==> src/rtl/nn_frame_classifier.sv <==
// nn_frame_classifier
//   Loads a binary image as NUM_ROWS rows of ROW_BITS bits, scores it against
//   NUM_CLASSES binary templates (one class per cycle, score = number of
//   matching bits), and holds the best-matching class until acknowledged.
//
// State table
//   state   | meaning
//   LOAD    | accepting image rows (row_ready high)
//   SCORE   | scoring class cls_cnt against the stored image (busy high)
//   HOLD    | presenting class_out/class_score (result_valid high)
//
// Ports
//   clk          rising-edge clock
//   rst          synchronous reset, active-high
//   row_in       image row data
//   row_valid    row_in valid
//   row_ready    block accepts a row this cycle
//   frame_abort  discard current frame/result and restart loading
//   templates    class c at bits [c*IMG_BITS +: IMG_BITS]; stable while busy
//   result_valid class_out/class_score valid
//   result_ack   consumer accepts result
//   class_out    winning class index
//   class_score  winning score, 0..IMG_BITS
//   busy         high while scoring
//   frame_count  results acknowledged, wraps to 0
module nn_frame_classifier #(
    parameter  int ROW_BITS    = 7,
    parameter  int NUM_ROWS    = 28,
    parameter  int NUM_CLASSES = 10,
    parameter  int CLASS_W     = 4,
    parameter  int FCNT_W      = 8,
    localparam int IMG_BITS    = ROW_BITS * NUM_ROWS,
    localparam int SCORE_W     = $clog2(IMG_BITS + 1)
) (
    input  logic                            clk,
    input  logic                            rst,
    input  logic [ROW_BITS-1:0]             row_in,
    input  logic                            row_valid,
    output logic                            row_ready,
    input  logic                            frame_abort,
    input  logic [NUM_CLASSES*IMG_BITS-1:0] templates,
    output logic                            result_valid,
    input  logic                            result_ack,
    output logic [CLASS_W-1:0]              class_out,
    output logic [SCORE_W-1:0]              class_score,
    output logic                            busy,
    output logic [FCNT_W-1:0]               frame_count
);

    localparam int RC_W = (NUM_ROWS > 1) ? $clog2(NUM_ROWS) : 1;
    localparam logic [RC_W-1:0]    LAST_ROW = RC_W'(NUM_ROWS - 1);
    localparam logic [CLASS_W-1:0] LAST_CLS = CLASS_W'(NUM_CLASSES - 1);

    typedef enum logic [1:0] {
        S_LOAD  = 2'd0,
        S_SCORE = 2'd1,
        S_HOLD  = 2'd2
    } state_t;

    state_t state, state_next;

    logic [RC_W-1:0]     row_cnt;
    logic [CLASS_W-1:0]  cls_cnt;
    logic [IMG_BITS-1:0] image;
    logic [CLASS_W-1:0]  best_cls;
    logic [SCORE_W-1:0]  best_score;

    logic [IMG_BITS-1:0] tpl_sel;
    logic [IMG_BITS-1:0] match_bits;
    logic [SCORE_W-1:0]  cur_score;
    logic                take_cur;
    logic [CLASS_W-1:0]  fin_cls;
    logic [SCORE_W-1:0]  fin_score;
    logic                row_accept;

    // row_ready is also forced low while rst is asserted so no row can be
    // handshaken on the reset edge.
    assign row_ready    = (state == S_LOAD) && !rst;
    assign busy         = (state == S_SCORE);
    assign result_valid = (state == S_HOLD);

    assign row_accept = (state == S_LOAD) && row_valid && !frame_abort;

    // Matching-bit count of the stored image against the current template.
    always_comb begin
        tpl_sel    = templates[int'(cls_cnt)*IMG_BITS +: IMG_BITS];
        match_bits = ~(image ^ tpl_sel);
        cur_score  = '0;
        for (int i = 0; i < IMG_BITS; i++) begin
            cur_score = cur_score + SCORE_W'(match_bits[i]);
        end
    end

    // Strict greater-than keeps the lower index on ties; class 0 always seeds.
    always_comb begin
        take_cur  = (cls_cnt == '0) || (cur_score > best_score);
        fin_cls   = take_cur ? cls_cnt   : best_cls;
        fin_score = take_cur ? cur_score : best_score;
    end

    always_ff @(posedge clk) begin
        if (rst) begin
            state <= S_LOAD;
        end else begin
            state <= state_next;
        end
    end

    always_comb begin
        state_next = state;
        unique case (state)
            S_LOAD: begin
                if (row_accept && (row_cnt == LAST_ROW)) begin
                    state_next = S_SCORE;
                end
            end
            S_SCORE: begin
                if (cls_cnt == LAST_CLS) begin
                    state_next = S_HOLD;
                end
            end
            S_HOLD: begin
                if (result_ack) begin
                    state_next = S_LOAD;
                end
            end
            default: state_next = S_LOAD;
        endcase
        if (frame_abort) begin
            state_next = S_LOAD;
        end
    end

    // Image buffer has no reset; every row is rewritten before it is scored.
    always_ff @(posedge clk) begin
        if (!rst && row_accept) begin
            image[int'(row_cnt)*ROW_BITS +: ROW_BITS] <= row_in;
        end
    end

    always_ff @(posedge clk) begin
        if (rst) begin
            row_cnt     <= '0;
            cls_cnt     <= '0;
            best_cls    <= '0;
            best_score  <= '0;
            class_out   <= '0;
            class_score <= '0;
            frame_count <= '0;
        end else if (frame_abort) begin
            row_cnt <= '0;
            cls_cnt <= '0;
        end else begin
            unique case (state)
                S_LOAD: begin
                    if (row_valid) begin
                        if (row_cnt == LAST_ROW) begin
                            row_cnt    <= '0;
                            cls_cnt    <= '0;
                            best_cls   <= '0;
                            best_score <= '0;
                        end else begin
                            row_cnt <= row_cnt + RC_W'(1);
                        end
                    end
                end
                S_SCORE: begin
                    best_cls   <= fin_cls;
                    best_score <= fin_score;
                    if (cls_cnt == LAST_CLS) begin
                        class_out   <= fin_cls;
                        class_score <= fin_score;
                        cls_cnt     <= '0;
                    end else begin
                        cls_cnt <= cls_cnt + CLASS_W'(1);
                    end
                end
                S_HOLD: begin
                    if (result_ack) begin
                        frame_count <= frame_count + FCNT_W'(1);
                    end
                end
                default: ;
            endcase
        end
    end

endmodule

==> config.mk <==
export PLATFORM = sky130hd
export DESIGN_NAME = nn_frame_classifier
export DESIGN_NICKNAME = d
export VERILOG_FILES = /design/src/rtl/nn_frame_classifier.sv
export SDC_FILE = /design/constraint.sdc
export NUM_CORES = 2
export LEC_CHECK = 0
export ABC_CLOCK_PERIOD_IN_PS = 27700
export CORE_AREA = 2 2 776 778
export DETAILED_ROUTE_END_ITERATION = 10
export DIE_AREA = 0 0 778 780
export PLACE_DENSITY = 0.3
export SYNTH_ARGS = -nofsm -noshare
export SYNTH_HDL_FRONTEND = slang
export SYNTH_SLANG_ARGS = --single-unit
==> constraint.sdc <==
create_clock -name clk -period 27.7 [get_ports clk]
set_input_delay 6.925 -clock clk [delete_from_list [all_inputs] [get_ports clk]]
set_output_delay 6.925 -clock clk [all_outputs]
set_load 0.02 [all_outputs]
## After elaboration in Yosys (flattened, before gate mapping)

Index checks and enable logic that the tools add are counted.

- $mul: 2
- Bitwise operators: 3
- $add $sub $neg: 199
- Equal/unequal tests: 9
- $lt $le $gt $ge: 1
- Multiplexer cells: 16
- Reductions and logical operators: 18
- Shifts and indexed selects: 3
- Div/mod/pow operators: 0

Operators with widths:

| kind | count |
|---|---|
| variable part select 1960 x 13 -> 196 bit | 1 |
| adder 8 x 1 -> 8 bit | 188 |
| bitwise mux 196 bit | 1 |
| inverter 196 bit | 1 |
| variable shift 7 x 33 -> 196 bit, first input constant | 1 |
| variable part select 7 x 33 -> 196 bit | 1 |
| bitwise XOR 196 bit | 1 |
| negator 8 -> 33 bit | 1 |
| two-way mux 8 bit | 3 |
| two-way mux 4 bit | 4 |
| case mux 4 bit (2 select lines) | 2 |
| case mux 8 bit (2 select lines) | 1 |
| AND reduction 3 bit | 4 |
| multiplier 4 x 6 -> 10 bit, second input constant | 1 |
| adder 7 x 1 -> 8 bit | 1 |
| adder 8 x 1 -> 8 bit, second input constant | 1 |
| greater-than comparator 8 bit | 1 |
| multiplier 5 x 3 -> 8 bit, second input constant | 1 |
| inequality test 2 x 1 -> 1 bit, second input constant | 4 |
| adder 6 x 1 -> 7 bit | 1 |
| adder 5 x 1 -> 6 bit | 1 |
| two-way mux 2 bit | 3 |
| case mux 2 bit (3 select lines) | 1 |
| adder 4 x 1 -> 5 bit | 1 |
| 21 further kinds | 26 |

- Output and inout port bits: 23
- Bits in registers: 239
- Memories: 0
- Memory bits (read-only): 0
- Word-level logic and storage cells: 260
- Memory bits (writable): 0
- Bits of input ports: 1972
- Latch bits: 0

## Logic depth before layout (Yosys ltp)

- Depth after elaboration: 203
- Mapped depth: 40
- Depth with buffers taken out: 35

## Least setup slack after synthesis

No wires, ideal clock.

- Path kind: input-to-reg
- Start: input templates[1471]
- End: register best_score[6]
- Setup slack: 11.533 ns
- Required time: 27.640 ns
- Setup time: 0.060 ns
- Buffers on the path: 1
- Arrival time: 16.107 ns
- Cell stages on the path: 33
- Cells stage by stage: mux4_2 > mux2i_1 > o22ai_1 > xnor2_1 > fa_1 > inv_1 > fa_1 > fa_1 > inv_1 > fa_1 > inv_1 > fa_1 > inv_1 > fa_1 > inv_1 > fa_1 > fa_1 > fa_1 > fa_1 > fa_1 > inv_1 > ha_1 > fa_1 > a21oi_1 > o21a_1 > o311ai_0 > ha_1 > nand4_1 > nor3b_1 > a21oi_1 > o41ai_2 > buf_2 > a22o_1

- Longest elaborated chain between the ends: 200

Ends and longest elaborated chain:

| element | line | RTL |
|---|---|---|
| from (decl) | 41 | `input logic [NUM_CLASSES*IMG_BITS-1:0] templates,` |
| variable part select 1960 x 13 -> 196 bit * | 86 | `tpl_sel = templates[int'(cls_cnt)*IMG_BITS +: IMG_BITS];` |
| bitwise XOR 196 bit * | 87 | `match_bits = ~(image ^ tpl_sel);` |
| inverter 196 bit * | 87 |  |
| adder 3 x 1 -> 4 bit | 90 | `cur_score = cur_score + SCORE_W'(match_bits[i]);` |
| adder 4 x 1 -> 5 bit | 90 |  |
| adder 5 x 1 -> 6 bit | 90 |  |
| adder 6 x 1 -> 7 bit | 90 |  |
| adder 7 x 1 -> 8 bit | 90 |  |
| adder 8 x 1 -> 8 bit (187 in a row) | 90 |  |
| adder 8 x 1 -> 8 bit * | 90 |  |
| greater-than comparator 8 bit | 96 | `take_cur = (cls_cnt == '0) \|\| (cur_score > best_score);` |
| logical OR 1 bit | 96 |  |
| two-way mux 8 bit * | 98 | `fin_score = take_cur ? cur_score : best_score;` |
| case mux 8 bit (2 select lines) * | 154 | `unique case (state)` |
| to (signal assigned) | 169 | `best_score <= fin_score;` |
| to (decl) | 66 | `logic [SCORE_W-1:0] best_score;` |

Mark *: on every way between the ends. The rest lies on a longest branch, timed or not.
A chain may end at the register's enable or synchronous reset.

## Final worst setup path

- Start: input templates[689]
- End: register best_cls[1]

- Longest elaborated chain between the ends: 202

Ends and longest elaborated chain:

| element | line | RTL |
|---|---|---|
| variable part select 1960 x 13 -> 196 bit * | 86 |  |
| bitwise XOR 196 bit * | 87 |  |
| inverter 196 bit * | 87 |  |
| adder 1 x 1 -> 2 bit | 90 |  |
| adder 2 x 1 -> 3 bit | 90 |  |
| adder 3 x 1 -> 4 bit | 90 |  |
| adder 4 x 1 -> 5 bit | 90 |  |
| adder 5 x 1 -> 6 bit | 90 |  |
| adder 6 x 1 -> 7 bit | 90 |  |
| adder 7 x 1 -> 8 bit | 90 |  |
| adder 8 x 1 -> 8 bit (185 in a row) | 90 |  |
| adder 8 x 1 -> 8 bit * (3 in a row) | 90 |  |
| greater-than comparator 8 bit * | 96 |  |
| logical OR 1 bit * | 96 |  |
| two-way mux 4 bit * | 97 | `fin_cls = take_cur ? cls_cnt : best_cls;` |
| case mux 4 bit (2 select lines) * | 154 |  |
| to (signal assigned) | 168 | `best_cls <= fin_cls;` |
| to (decl) | 65 | `logic [CLASS_W-1:0] best_cls;` |

Marks and branches as above.

==> flow_summary.json <==
{
  "holdWs_ns": 0.470,
  "grt-ovfl-total": 0,
  "row_count": 285,
  "slew_headroom_pct": 0.111,
  "grt_pass1_vias": 36300,
  "ys.flop_type": "edfxtp_1",
  "mostFrequentLayoutCell": "clkdlybuf4s50_1",
  "critPathBufInv": 5,
  "avgSynthCellArea_um2": 12.2,
  "clock_skew_ns": 0.0470,
  "crit_required_ns": 28.24,
  "grt_max_degree": 81,
  "cts_buffer_depth": 3,
  "synth-async-reset-ratio_pct": 0,
  "yosysWarnings": 0,
  "nFillCells": 68800,
  "rsz0062_at_grt": "false",
  "start_util_pct": 5.16,
  "ys_seq_area_share_pct": 21.8,
  "dr.first_iter.drc_count": 2161,
  "routedWlPerCell_um": 37.4,
  "power.leakage_nw": 18.2,
  "clk_latency_ns": 0.64,
  "port_buffers": 1994,
  "via_per_inst": 2.68,
  "numCtsBuffers": 31,
  "drt.antenna.violating_nets": 0,
  "drc": 0,
  "cpMaxStageDelayCell": "o311ai_0",
  "die_area_um2": 607000,
  "final_cell_area_um2": 62200,
  "period_needed_ns": 18.93,
  "core_area_um2": 599000,
  "grtUsageTotal_pct": 14.9,
  "final_cell_mix": "clkdlybuf4s50_1 (1994), mux2i_1 (393), mux4_2 (392)",
  "die_w_um": 778,
  "utilization_pct": 10.4,
  "end_kind": "flop",
  "placed_area_um2": 61100,
  "cts_sinks": 239,
  "slew_viol_final": 0,
  "failed_checks": "capacitance limit",
  "synth_cell_types": 58,
  "synth_area_um2": 30900,
  "cts_resized": 0,
  "setup_viol_count_final": 0,
  "ir_drop_uv": 1750,
  "critPathKind": "in2reg",
  "status": "finished with violations",
  "clkTransAtPathRegs_ns": 0.06,
  "area_growth_pct": 101,
  "period_share_pct": 68.3,
  "root_buffer": "clkbuf_16",
  "fp.dieH_um": 780,
  "cp_data_arrival_time_ns": 19.47,
  "hold_viol": 0,
  "synth_edf_count": 196,
  "critPathMaxFanout": 14,
  "ios": 1995,
  "drtPass1Iterations": 5,
  "cts_tree": "built",
  "hold_path_class": "reg2reg",
  "gp_congestion": 0.952,
  "regArea_um2": 6760,
  "htreeDepth": 1,
  "power.density_nw_per_um2": 178,
  "slowest_delay_ns": 1.18,
  "worst_pin_slew_ns": 1.48,
  "power_w": 0.0111,
  "fmax_mhz": 52.8,
  "wl_mm": 473,
  "place_hpwl_mm": 436,
  "fin_setup_tns_ns": 0,
  "multi_input_area_um2": 22500,
  "cp_top_family": "adder cells",
  "cts_setup_buffers": 0,
  "syn_inst": 2534,
  "max_cap_viol_count": 1,
  "cpMostUsedCell": "fa_1",
  "syn_nets": 4736,
  "cp-start-kind": "input port",
  "dr_total_vias": 33900,
  "drive_above_1_share_pct": 13.4,
  "grt_pass1_wl_mm": 554,
  "synth-seq-cells": 239,
  "layout.nets": 6690,
  "hold_buffers": 0,
  "grt_antenna_before_repair": 465
}
-- metal layers --
| layer | share of wire (%) | vias up | GRT usage [%] |
|---|---|---|---|
| li1 | - | 13700 | - |
| met2 | 46 | 2271 | 25.1 |
| met1 | 41 | 16900 | 18.2 |
| met4 | 2.8 | 218 | 2.87 |
| met3 | 9.5 | 712 | 5.57 |
| met5 | 0.29 | - | 0 |
-- cell type report --
type	instances	share of cell area, %
Clock inverter	16	0.179
Inverter	182	1.10
Tap cell	8036	16.2
Clock buffer	37	1.28
Timing Repair Buffer	2136	33.9
Sequential cell	239	10.9
Multi-Input combinational cell	1898	36.1
Antenna cell	105	0.422
-- Yosys cell counts (3+ instances only) --
library cell	instances	share of area, %
mux2i_1	393	13
mux4_2	392	29
nor2_1	227	2.8
edfxtp_1	196	19
o22ai_1	196	4.0
fa_1	182	12
inv_1	182	2.2
xor2_1	110	3.1
xnor2_1	103	2.9
buf_2	76	1.2
nand2_1	66	0.80
clkbuf_1	63	0.76
ha_1	48	1.9
dfxtp_1	43	2.8
buf_4	42	1.0
buf_1	33	0.40
nor3_1	23	0.37
o21ai_0	22	0.36
nand3_1	20	0.32
and3_1	17	0.34
a21oi_1	13	0.21
a22o_1	11	0.31
a31oi_1	11	0.22
and2_1	4	0.081
nand4_1	4	0.081
nor3b_1	4	0.097
a211oi_1	3	0.073
nand2b_1	3	0.061
nand3b_1	3	0.073
o211ai_1	3	0.073
-- through the flow --
stage | cells | setup slack [ns]
after floorplan | 2534 | 11.53
after global placement | 12500 | 8.10
after detailed placement | 12500 | 8.20
after CTS | 12500 | 8.81
after global routing | 12600 | 8.27
final | 12600 | 8.77
-- final timing paths --
check / start / to / slack [ns] / cells after the start
worst min-delay path: best_score[7] / best_score[7] / 0.47 / 1
worst max-delay path: templates[689] / best_cls[1] / 8.77 / 30
worst max register to register: cls_cnt[0] / best_cls[1] / 12.45 / 30
worst min register to register: best_score[7] / best_score[7] / 0.47 / 1
-- kinds of logic after synthesis --
kind of cell | share of synthesized area [%]
AO/OA/AOI/OAI | 5.67
XOR/XNOR | 6.19
adder cells (fa/ha/maj) | 13.7
buffers and inverters | 5.66
flip-flops | 21.8
multiplexers | 41.3
AND/OR/NAND/NOR | 5.64
-- registers in the layout, summed over array words and instances, names as in the netlist --
name / flops
class_score: 8
image: 196
class_out: 4
cls_cnt: 4
best_score: 8
row_cnt: 5
frame_count: 8
best_cls: 4
state: 2
-- report_power, final --
part / internal [W] / switching (W)
sequential: 0.000384 / 0.000000592
combinational: 0.00396 / 0.00634
clock: 0.000212 / 0.000180
-- worst register-to-register path: cells and delay by family (launching register included) --
kind,cells,cell delay [ns]
AO/OA/AOI/OAI,8,4.18
multiplexers,1,0.38
buffers and inverters,6,3.39
adder cells (fa/ha/maj),14,6.25
XOR/XNOR,1,0.39
flip-flops,1,0.62
No activity file was read; power rests on OpenSTA's default activity.
